File: src/rtl/ex_pkg.sv
// Shared EX-stage definitions: unit codes, sequencer state encoding and the
// default multi-cycle latencies used by the IMul/FP units.
package ex_pkg;

    localparam logic [2:0] UNIT_NONE    = 3'd0;
    localparam logic [2:0] UNIT_IMUL    = 3'd1;
    localparam logic [2:0] UNIT_FADDSUB = 3'd2;
    localparam logic [2:0] UNIT_FMUL    = 3'd3;
    localparam logic [2:0] UNIT_FDIV    = 3'd4;
    localparam logic [2:0] UNIT_ITOF    = 3'd5;
    localparam logic [2:0] UNIT_FTOI    = 3'd6;
    localparam logic [2:0] UNIT_RSVD    = 3'd7;

    typedef enum logic [1:0] {
        ST_IDLE  = 2'd0,
        ST_RUN   = 2'd1,
        ST_DONE  = 2'd2,
        ST_ABORT = 2'd3
    } mc_state_e;

    localparam int unsigned DEF_IMUL_LAT = 6;
    localparam int unsigned DEF_FADD_LAT = 6;
    localparam int unsigned DEF_FMUL_LAT = 4;
    localparam int unsigned DEF_FDIV_LAT = 6;
    localparam int unsigned DEF_CVT_LAT  = 6;

endpackage

File: src/rtl/ex_lat_lookup.sv
// Unit code -> latency table. A latency of 0 marks a single-cycle (or reserved) code.
module ex_lat_lookup
    import ex_pkg::*;
#(
    parameter int unsigned IMUL_LAT = DEF_IMUL_LAT,
    parameter int unsigned FADD_LAT = DEF_FADD_LAT,
    parameter int unsigned FMUL_LAT = DEF_FMUL_LAT,
    parameter int unsigned FDIV_LAT = DEF_FDIV_LAT,
    parameter int unsigned CVT_LAT  = DEF_CVT_LAT
) (
    input  logic [2:0] unit_code,
    output logic [3:0] lat
);

    always_comb begin
        lat = 4'd0;
        case (unit_code)
            UNIT_IMUL:    lat = 4'(IMUL_LAT);
            UNIT_FADDSUB: lat = 4'(FADD_LAT);
            UNIT_FMUL:    lat = 4'(FMUL_LAT);
            UNIT_FDIV:    lat = 4'(FDIV_LAT);
            UNIT_ITOF:    lat = 4'(CVT_LAT);
            UNIT_FTOI:    lat = 4'(CVT_LAT);
            default:      lat = 4'd0;
        endcase
    end

endmodule

File: src/rtl/ex_mc_sequencer.sv
// EX-stage multi-cycle sequencer: stalls the pipe for a unit's fixed latency,
// then pulses done; handles FPDiv divide-by-zero abort and flush.
module ex_mc_sequencer
    import ex_pkg::*;
#(
    parameter int unsigned IMUL_LAT = DEF_IMUL_LAT,
    parameter int unsigned FADD_LAT = DEF_FADD_LAT,
    parameter int unsigned FMUL_LAT = DEF_FMUL_LAT,
    parameter int unsigned FDIV_LAT = DEF_FDIV_LAT,
    parameter int unsigned CVT_LAT  = DEF_CVT_LAT
) (
    input  logic       clk,
    input  logic       rst,
    input  logic       issue_valid,
    input  logic [2:0] issue_unit,
    input  logic       flush,
    input  logic       div_by_zero,
    output logic       busy,
    output logic       done,
    output logic [2:0] unit_sel,
    output logic       aclr,
    output logic       exception
);

    mc_state_e  state_q, state_d;
    logic [3:0] cnt_q, cnt_d;
    logic [2:0] unit_sel_q, unit_sel_d;
    logic       aclr_q, aclr_d;
    logic       exception_q, exception_d;
    logic [3:0] issue_lat;
    logic       issue_go;

    ex_lat_lookup #(
        .IMUL_LAT (IMUL_LAT),
        .FADD_LAT (FADD_LAT),
        .FMUL_LAT (FMUL_LAT),
        .FDIV_LAT (FDIV_LAT),
        .CVT_LAT  (CVT_LAT)
    ) u_lat (
        .unit_code (issue_unit),
        .lat       (issue_lat)
    );

    assign issue_go = issue_valid && (issue_lat != 4'd0) && !flush;

    always_ff @(posedge clk) begin
        if (!rst) begin
            state_q     <= ST_IDLE;
            cnt_q       <= 4'd0;
            unit_sel_q  <= UNIT_NONE;
            aclr_q      <= 1'b0;
            exception_q <= 1'b0;
        end else begin
            state_q     <= state_d;
            cnt_q       <= cnt_d;
            unit_sel_q  <= unit_sel_d;
            aclr_q      <= aclr_d;
            exception_q <= exception_d;
        end
    end

    always_comb begin
        state_d     = state_q;
        cnt_d       = cnt_q;
        unit_sel_d  = unit_sel_q;
        aclr_d      = 1'b0;
        exception_d = 1'b0;
        if (flush) begin
            // Only an op actually occupying a unit needs its pipeline cleared.
            state_d = ST_IDLE;
            aclr_d  = (state_q == ST_RUN);
        end else begin
            case (state_q)
                ST_IDLE: begin
                    if (issue_go) begin
                        unit_sel_d = issue_unit;
                        if (issue_unit == UNIT_FDIV && div_by_zero) begin
                            state_d     = ST_ABORT;
                            aclr_d      = 1'b1;
                            exception_d = 1'b1;
                        end else if (issue_lat == 4'd1) begin
                            state_d = ST_DONE;
                        end else begin
                            cnt_d   = issue_lat - 4'd1;
                            state_d = ST_RUN;
                        end
                    end
                end
                ST_RUN: begin
                    // Abort takes precedence over completion on the last cycle.
                    if (unit_sel_q == UNIT_FDIV && div_by_zero) begin
                        state_d     = ST_ABORT;
                        aclr_d      = 1'b1;
                        exception_d = 1'b1;
                    end else if (cnt_q == 4'd1) begin
                        state_d = ST_DONE;
                    end else begin
                        cnt_d = cnt_q - 4'd1;
                    end
                end
                ST_DONE:  state_d = ST_IDLE;
                ST_ABORT: state_d = ST_IDLE;
                default:  state_d = ST_IDLE;
            endcase
        end
    end

    always_comb begin
        busy      = rst && (((state_q == ST_IDLE) && issue_go) || (state_q == ST_RUN));
        done      = rst && (state_q == ST_DONE) && !flush;
        unit_sel  = unit_sel_q;
        aclr      = aclr_q;
        exception = exception_q;
    end

endmodule

File: config.mk
export PLATFORM = sky130hd
export DESIGN_NAME = ex_mc_sequencer
export DESIGN_NICKNAME = d
export VERILOG_FILES = /design/src/rtl/ex_pkg.sv /design/src/rtl/ex_lat_lookup.sv /design/src/rtl/ex_mc_sequencer.sv
export SDC_FILE = /design/constraint.sdc
export NUM_CORES = 1
export LEC_CHECK = 0
export CAP_MARGIN = 15
export CORE_MARGIN = 10
export CORE_UTILIZATION = 25
export DETAILED_ROUTE_END_ITERATION = 7
export HOLD_SLACK_MARGIN = 0.05
export PLACE_DENSITY = 0.48
export SYNTH_ARGS = -nofsm -noshare
export SYNTH_HDL_FRONTEND = slang
export SYNTH_SLANG_ARGS = --single-unit
File: constraint.sdc
create_clock -name clk -period 4.6 [get_ports clk]
set_input_delay 0.92 -clock clk [delete_from_list [all_inputs] [get_ports clk]]
set_output_delay 0.92 -clock clk [all_outputs]
set_load 0.005 [all_outputs]
==> impl_metrics.toml, run 1 <==
[run_status]
status = "complete, no violations"

[finish]
multiInputGateArea_um2 = 383
final_util = 0.333
areaGrowthSynthToFinish_pct = 29.2
final_area_um2 = 818
nets = 106
fill_cells = 264
antennaDiodeCount = 0
drive_above_1_share = 0.0632
regArea_um2 = 220

[logic_synthesis]
yosys_warnings = 0
netlist_area_um2 = 633
synth_top_area_frac = 0.348
postSynthCellCount = 80
synth_seq_cells = 11
ys.flop_type = "dfxtp_1"
ys_async_sr_fraction = 0
synth_enable_flop_cells = 0
syn_nets = 90
synth_area_per_cell_um2 = 7.91
yosysTopAreaCell = "dfxtp_1"
yosys-top-cells-count = "dfxtp_1 (11), nand2_1 (11), nor2_1 (8), nand3_1 (6)"
yosysSeqAreaShare = 0.348
netlist_top_cells_area = "dfxtp_1 (35%), nand2_1 (6.5%), nand3_1 (4.7%)"
synth_cell_type_count = 31

[cts]
hold_buffers = 0
cts_max_path_buffers = 2
cts.htree.levels = 1
cts_sinks = 11
postCtsSetupBuffers = 0
insertion_delay_ns = 0.27
cts.root.buffer_cell = "clkbuf_4"
tritoncts = "yes"
numCtsBuffers = 3
cts.repair.resized = 0
path_clk_slew_ns = 0.07

[timing]
max_freq_ghz = 0.266
setup_tns_ns = 0
setup_viol = 0
worst_pin_slew_ns = 0.545
slew_viol_final = 0
finalHoldViolCount = 0
clock_skew_ns = 0.00111
slew_headroom = 0.632
fin_crit_ns = 3.76
period_share = 0.818
rsz0062_at_grt = "false"

[power]
ir_drop_mv = 0.155
power_mw = 0.211
pwr-share-clk = 0.316
p_comb_frac = 0.193
power.internal_mw = 0.153
power_switching_mw = 0.0577
cellLeakagePower_nw = 0.292
switching_share = 0.273
p_seq_frac = 0.491
p_per_area_mw_per_mm2 = 258

[critical_path]
worstSetupPathType = "in2out"
crit_required_ns = 3.68
path_max_fanout = 6
r2r_cells = 5
start_kind = "input pin"
r2r_slack_ns = 2.46
worstReg2RegStart = "state_q[0]$_SDFFE_PP0P_"
end_kind = "output pin"
arrival_ns = 2.84
r2r-end = "cnt_q[0]$_SDFFE_PN0P_"

[placed_design]
placed_cell_area_um2 = 792
dp_hpwl_mm = 1.26
port_buffers = 14
place.gp.congestion = 0.783

[drt]
first_pass_iters = 4
totalWireLength_mm = 1.66
drc = 0
drtAntennaViolNets = 0
drt_iter0_markers = 16
wl_per_cell_um = 13.3
viasPerCell = 5.14
via_count = 642

[floorplan]
die_w_um = 70.3
dieArea_mm2 = 0.00495
die_y_um = 70.3
core_mm2 = 0.00245
row_count = 18
io_pins = 15
start_util = 0.258

[worst_hold_path]
holdPathStages = 2
hp-class = "reg2reg"
holdPathEnd = "cnt_q[1]$_SDFFE_PN0P_"
min-delay-start = "cnt_q[1]$_SDFFE_PN0P_"

[global_route]
grt_start_max_net_pins = 15
grtUsageTotal = 0.0699
antenna_found_initial = 0
grt-ovfl-total = 0
grt_pass1_vias = 656
grt_pass1_wl_mm = 2.93

[job]
cap_violations = 0
==> critical path, cell delays in order <==
cell and delay, ns:
clkdlybuf4s50_1 0.56, or3_1 0.18, and4b_1 0.32, nand2_1 0.14, a21boi_0 0.19, clkdlybuf4s50_1 0.53
==> logic make-up (layout without fill, tap and decap cells) <==
logic type | after synthesis | after routing | synth area share
flops | 11 | 11 | 0.348
buf+inv | 6 | 21 | 0.0474
simple gates | 42 | 42 | 0.360
compound gates | 18 | 18 | 0.190
mux | 1 | 1 | 0.0158
fa+ha+maj | 2 | 2 | 0.0395
==> per-layer routing <==
metal | GRT usage | share of wire | vias to the layer above
met5 | 0 | 0 | -
met4 | 0.0395 | 0.019 | 0
met3 | 0.0325 | 0.081 | 5
met2 | 0.0958 | 0.42 | 18
met1 | 0.0862 | 0.48 | 300
li1 | - | - | 319
==> flip-flops by register name, indices dropped and copies added, names as in the netlist <==
| signal | count |
|---|---|
| unit_sel | 3 |
| cnt_q | 4 |
| aclr | 1 |
| exception | 1 |
| state_q | 2 |
==> worst max-delay path by stage <==
| stage | start | end | slack [ns] | cells past startpoint |
|---|---|---|---|---|
| after floorplan | issue_unit[2] | busy | 1.85 | 5 |
| after global placement | issue_unit[2] | busy | 0.90 | 6 |
| after detailed placement | issue_unit[2] | busy | 0.87 | 6 |
| after CTS | issue_unit[2] | busy | 0.85 | 6 |
| after global routing | issue_unit[2] | busy | 0.68 | 6 |
| final | issue_unit[2] | busy | 0.84 | 6 |
==> placed cells by master, fill, tap and decap left out <==
master           synthesis  routed
a211oi_1                 1       1
a21boi_0                 4       4
a21o_1                   1       1
a21oi_1                  3       3
a31o_2                   1       1
and4_1                   1       1
and4b_1                  1       1
clkbuf_1                 2       1
clkbuf_4                 0       3
clkdlybuf4s50_1          0      14
dfxtp_1                 11      11
ha_1                     2       2
inv_1                    3       3
mux2i_1                  1       1
nand2_1                 11      11
nand2b_1                 2       2
nand3_1                  6       6
nor2_1                   8       8
nor2b_1                  1       1
nor3_1                   4       4
nor3b_1                  2       2
nor4_1                   1       1
nor4bb_1                 1       1
o211ai_1                 1       1
o21ai_0                  3       3
o21ai_1                  1       1
o22ai_1                  1       1
o311ai_0                 1       1
o41ai_1                  1       1
or3_1                    2       2
or4_4                    1       1
or4b_4                   1       1
==> power groups by stage <==
stage          Combinational [mW]  Clock (mW)  Sequential (mW)
3_3_place_gp               0.0412           0            0.106
2_1_floorplan              0.0252           0            0.104
6_report                   0.0408      0.0667            0.104
5_1_grt                    0.0466      0.0720            0.104
4_1_cts                    0.0410      0.0682            0.103
3_5_place_dp               0.0406           0            0.106
==> stage by stage <==
step	hold slack (ns)	setup WS [ns]	std cells
3_3_place_gp	0.467	0.903	121
2_1_floorplan	0.447	1.85	80
5_1_grt	0.517	0.679	125
3_5_place_dp	0.475	0.868	121
4_1_cts	0.485	0.852	125
6_report	0.479	0.836	125
==> final cells by class <==
class,count,share of cell area
Clock buffer,4,0.0321
Tap cell,30,0.0459
Inverter,3,0.0138
Timing Repair Buffer,14,0.171
Sequential cell,11,0.269
Multi-Input combinational cell,63,0.468
(Power assumes the default switching activity.)
==> inputs of run 2 (changes only) <==
==> constraint.sdc (replaced) <==
create_clock -name clk -period 3.7 [get_ports clk]
set_input_delay 0.74 -clock clk [delete_from_list [all_inputs] [get_ports clk]]
set_output_delay 0.74 -clock clk [all_outputs]
set_load 0.005 [all_outputs]
==> run 2 against run 1 <==
Effect of this change: sequential power increased by 24%; utilization up 0.31 points; non-clock buffer count grew 1; clock power up 27%.
==> impl_metrics.toml, run 2 (same netlist as run 1, synthesis figures left out) <==
[cts]
cts_max_path_buffers = 2
tritoncts = "yes"
cts.repair.resized = 0
numCtsBuffers = 3
cts.htree.levels = 1
cts.root.buffer_cell = "clkbuf_4"
hold_buffers = 0
cts_sinks = 11
insertion_delay_ns = 0.27
path_clk_slew_ns = 0.08
postCtsSetupBuffers = 0

[global_route]
grt_pass1_wl_mm = 2.84
antenna_found_initial = 0
grt-ovfl-total = 0
grtUsageTotal = 0.0694
grt_start_max_net_pins = 12
grt_pass1_vias = 613

[timing]
rsz0062_at_grt = "false"
slew_viol_final = 0
setup_viol = 0
fin_ws_ns = 0.315
fin_crit_ns = 3.39
max_freq_ghz = 0.295
clock_skew_ns = 0.00388
period_share = 0.915
setup_tns_ns = 0
worst_pin_slew_ns = 0.497
slew_headroom = 0.664
finalHoldViolCount = 0

[finish]
final_common_cell = "clkdlybuf4s50_1"
fill_cells = 264
nets = 107
largest_reg_flops = 4
antennaDiodeCount = 0
drive_above_1_share = 0.0729
final_util = 0.336
layout_common_cells = "clkdlybuf4s50_1 (14), nand2_1 (11), dfxtp_1 (11), nor2_1 (8), nand3_1 (6)"
regMostFlops = "cnt_q"
areaGrowthSynthToFinish_pct = 30.4

[power]
switching_share = 0.277
p_per_area_mw_per_mm2 = 320
pwr-share-clk = 0.319
cellLeakagePower_nw = 0.297
power.internal_mw = 0.191
p_comb_frac = 0.195
ir_drop_mv = 0.171
power_switching_mw = 0.0732
p_seq_frac = 0.486

[critical_path]
critPathBufInv = 2
crit_family = "buffers and inverters"
end_kind = "output pin"
crit_chain = "clkdlybuf4s50_1, or3_1, and4b_1, nand2_1, a21boi_0, clkdlybuf4s50_1"
slowest_stage = "clkdlybuf4s50_1"
start_kind = "input pin"
slowest_delay_ns = 0.56
critPathMostFrequentCell = "clkdlybuf4s50_1"
crit_required_ns = 2.96
path_max_fanout = 6
worstSetupPathType = "in2out"
arrival_ns = 2.65

[placed_design]
place.gp.congestion = 0.801
dp_hpwl_mm = 1.31
place_ws_ns = 0.307
port_buffers = 14

[run_status]
status = "complete, no violations"

[drt]
totalWireLength_mm = 1.65
drt_iter0_markers = 15
wl_per_cell_um = 13.1
drtAntennaViolNets = 0
viasPerCell = 5.02
via_count = 632
drc = 0
first_pass_iters = 4

[worst_hold_path]
hp-class = "reg2reg"

[floorplan]
start_util = 0.258
row_count = 18
die_w_um = 70.3
die_y_um = 70.3
core_mm2 = 0.00245
io_pins = 15
dieArea_mm2 = 0.00495

[job]
cap_violations = 0
## run 2: cell count changes in the layout (fill, tap and decap cells not counted), sizes merged
cell | before | now
buf | 0 | 1
## run 2: final timing paths
check | cells past startpoint | slack, ns | endpoint | start
max reg2reg | 5 | 1.55 | cnt_q[0]$_SDFFE_PN0P_ | state_q[0]$_SDFFE_PP0P_
min reg2reg | 2 | 0.48 | cnt_q[1]$_SDFFE_PN0P_ | cnt_q[1]$_SDFFE_PN0P_
max | 6 | 0.31 | busy | issue_unit[1]
min | 2 | 0.48 | cnt_q[1]$_SDFFE_PN0P_ | cnt_q[1]$_SDFFE_PN0P_
## run 2: through the flow
step / area [um^2] / total power, mW / cells / hold slack (ns)
CTS: 826 / 0.266 / 126 / 0.486
detailed placement: 800 / 0.183 / 122 / 0.476
global route: 826 / 0.281 / 126 / 0.517
global placement: 800 / 0.184 / 122 / 0.466
floorplan: 633 / 0.161 / 80 / 0.447
finish: 826 / 0.265 / 126 / 0.482
## run 2: power groups by stage
| stage | registers, mW | logic [mW] | clock network [mW] |
|---|---|---|---|
| 2_1_floorplan | 0.130 | 0.0314 | 0 |
| 3_3_place_gp | 0.131 | 0.0522 | 0 |
| 3_5_place_dp | 0.131 | 0.0518 | 0 |
| 4_1_cts | 0.129 | 0.0522 | 0.0855 |
| 5_1_grt | 0.130 | 0.0588 | 0.0923 |
| 6_report | 0.129 | 0.0516 | 0.0844 |
## run 2: tightest hold or removal path, delay by kind of cell (launching register included)
kind | cells | cell delay, ns
muxes | 1 | 0.06
DFF | 1 | 0.32
and+or+nand+nor | 1 | 0.06
## run 2: routing by layer
layer	routed length (um)	part of all wire	track usage	up-vias
li1	-	-	-	325
met1	795	0.48	0.0848	288
met2	690	0.42	0.0958	15
met3	129	0.078	0.0325	4
met4	34	0.021	0.0395	0
met5	0	0	0	-
## run 2: final cells by class
class	count	area (um^2)	share of cell area
multi-input combinational	63	383	0.464
sequential	11	220	0.267
timing repair buffer	15	148	0.179
tap	30	37.5	0.0455
clock buffer	4	26.3	0.0318
inverter	3	11.3	0.0136
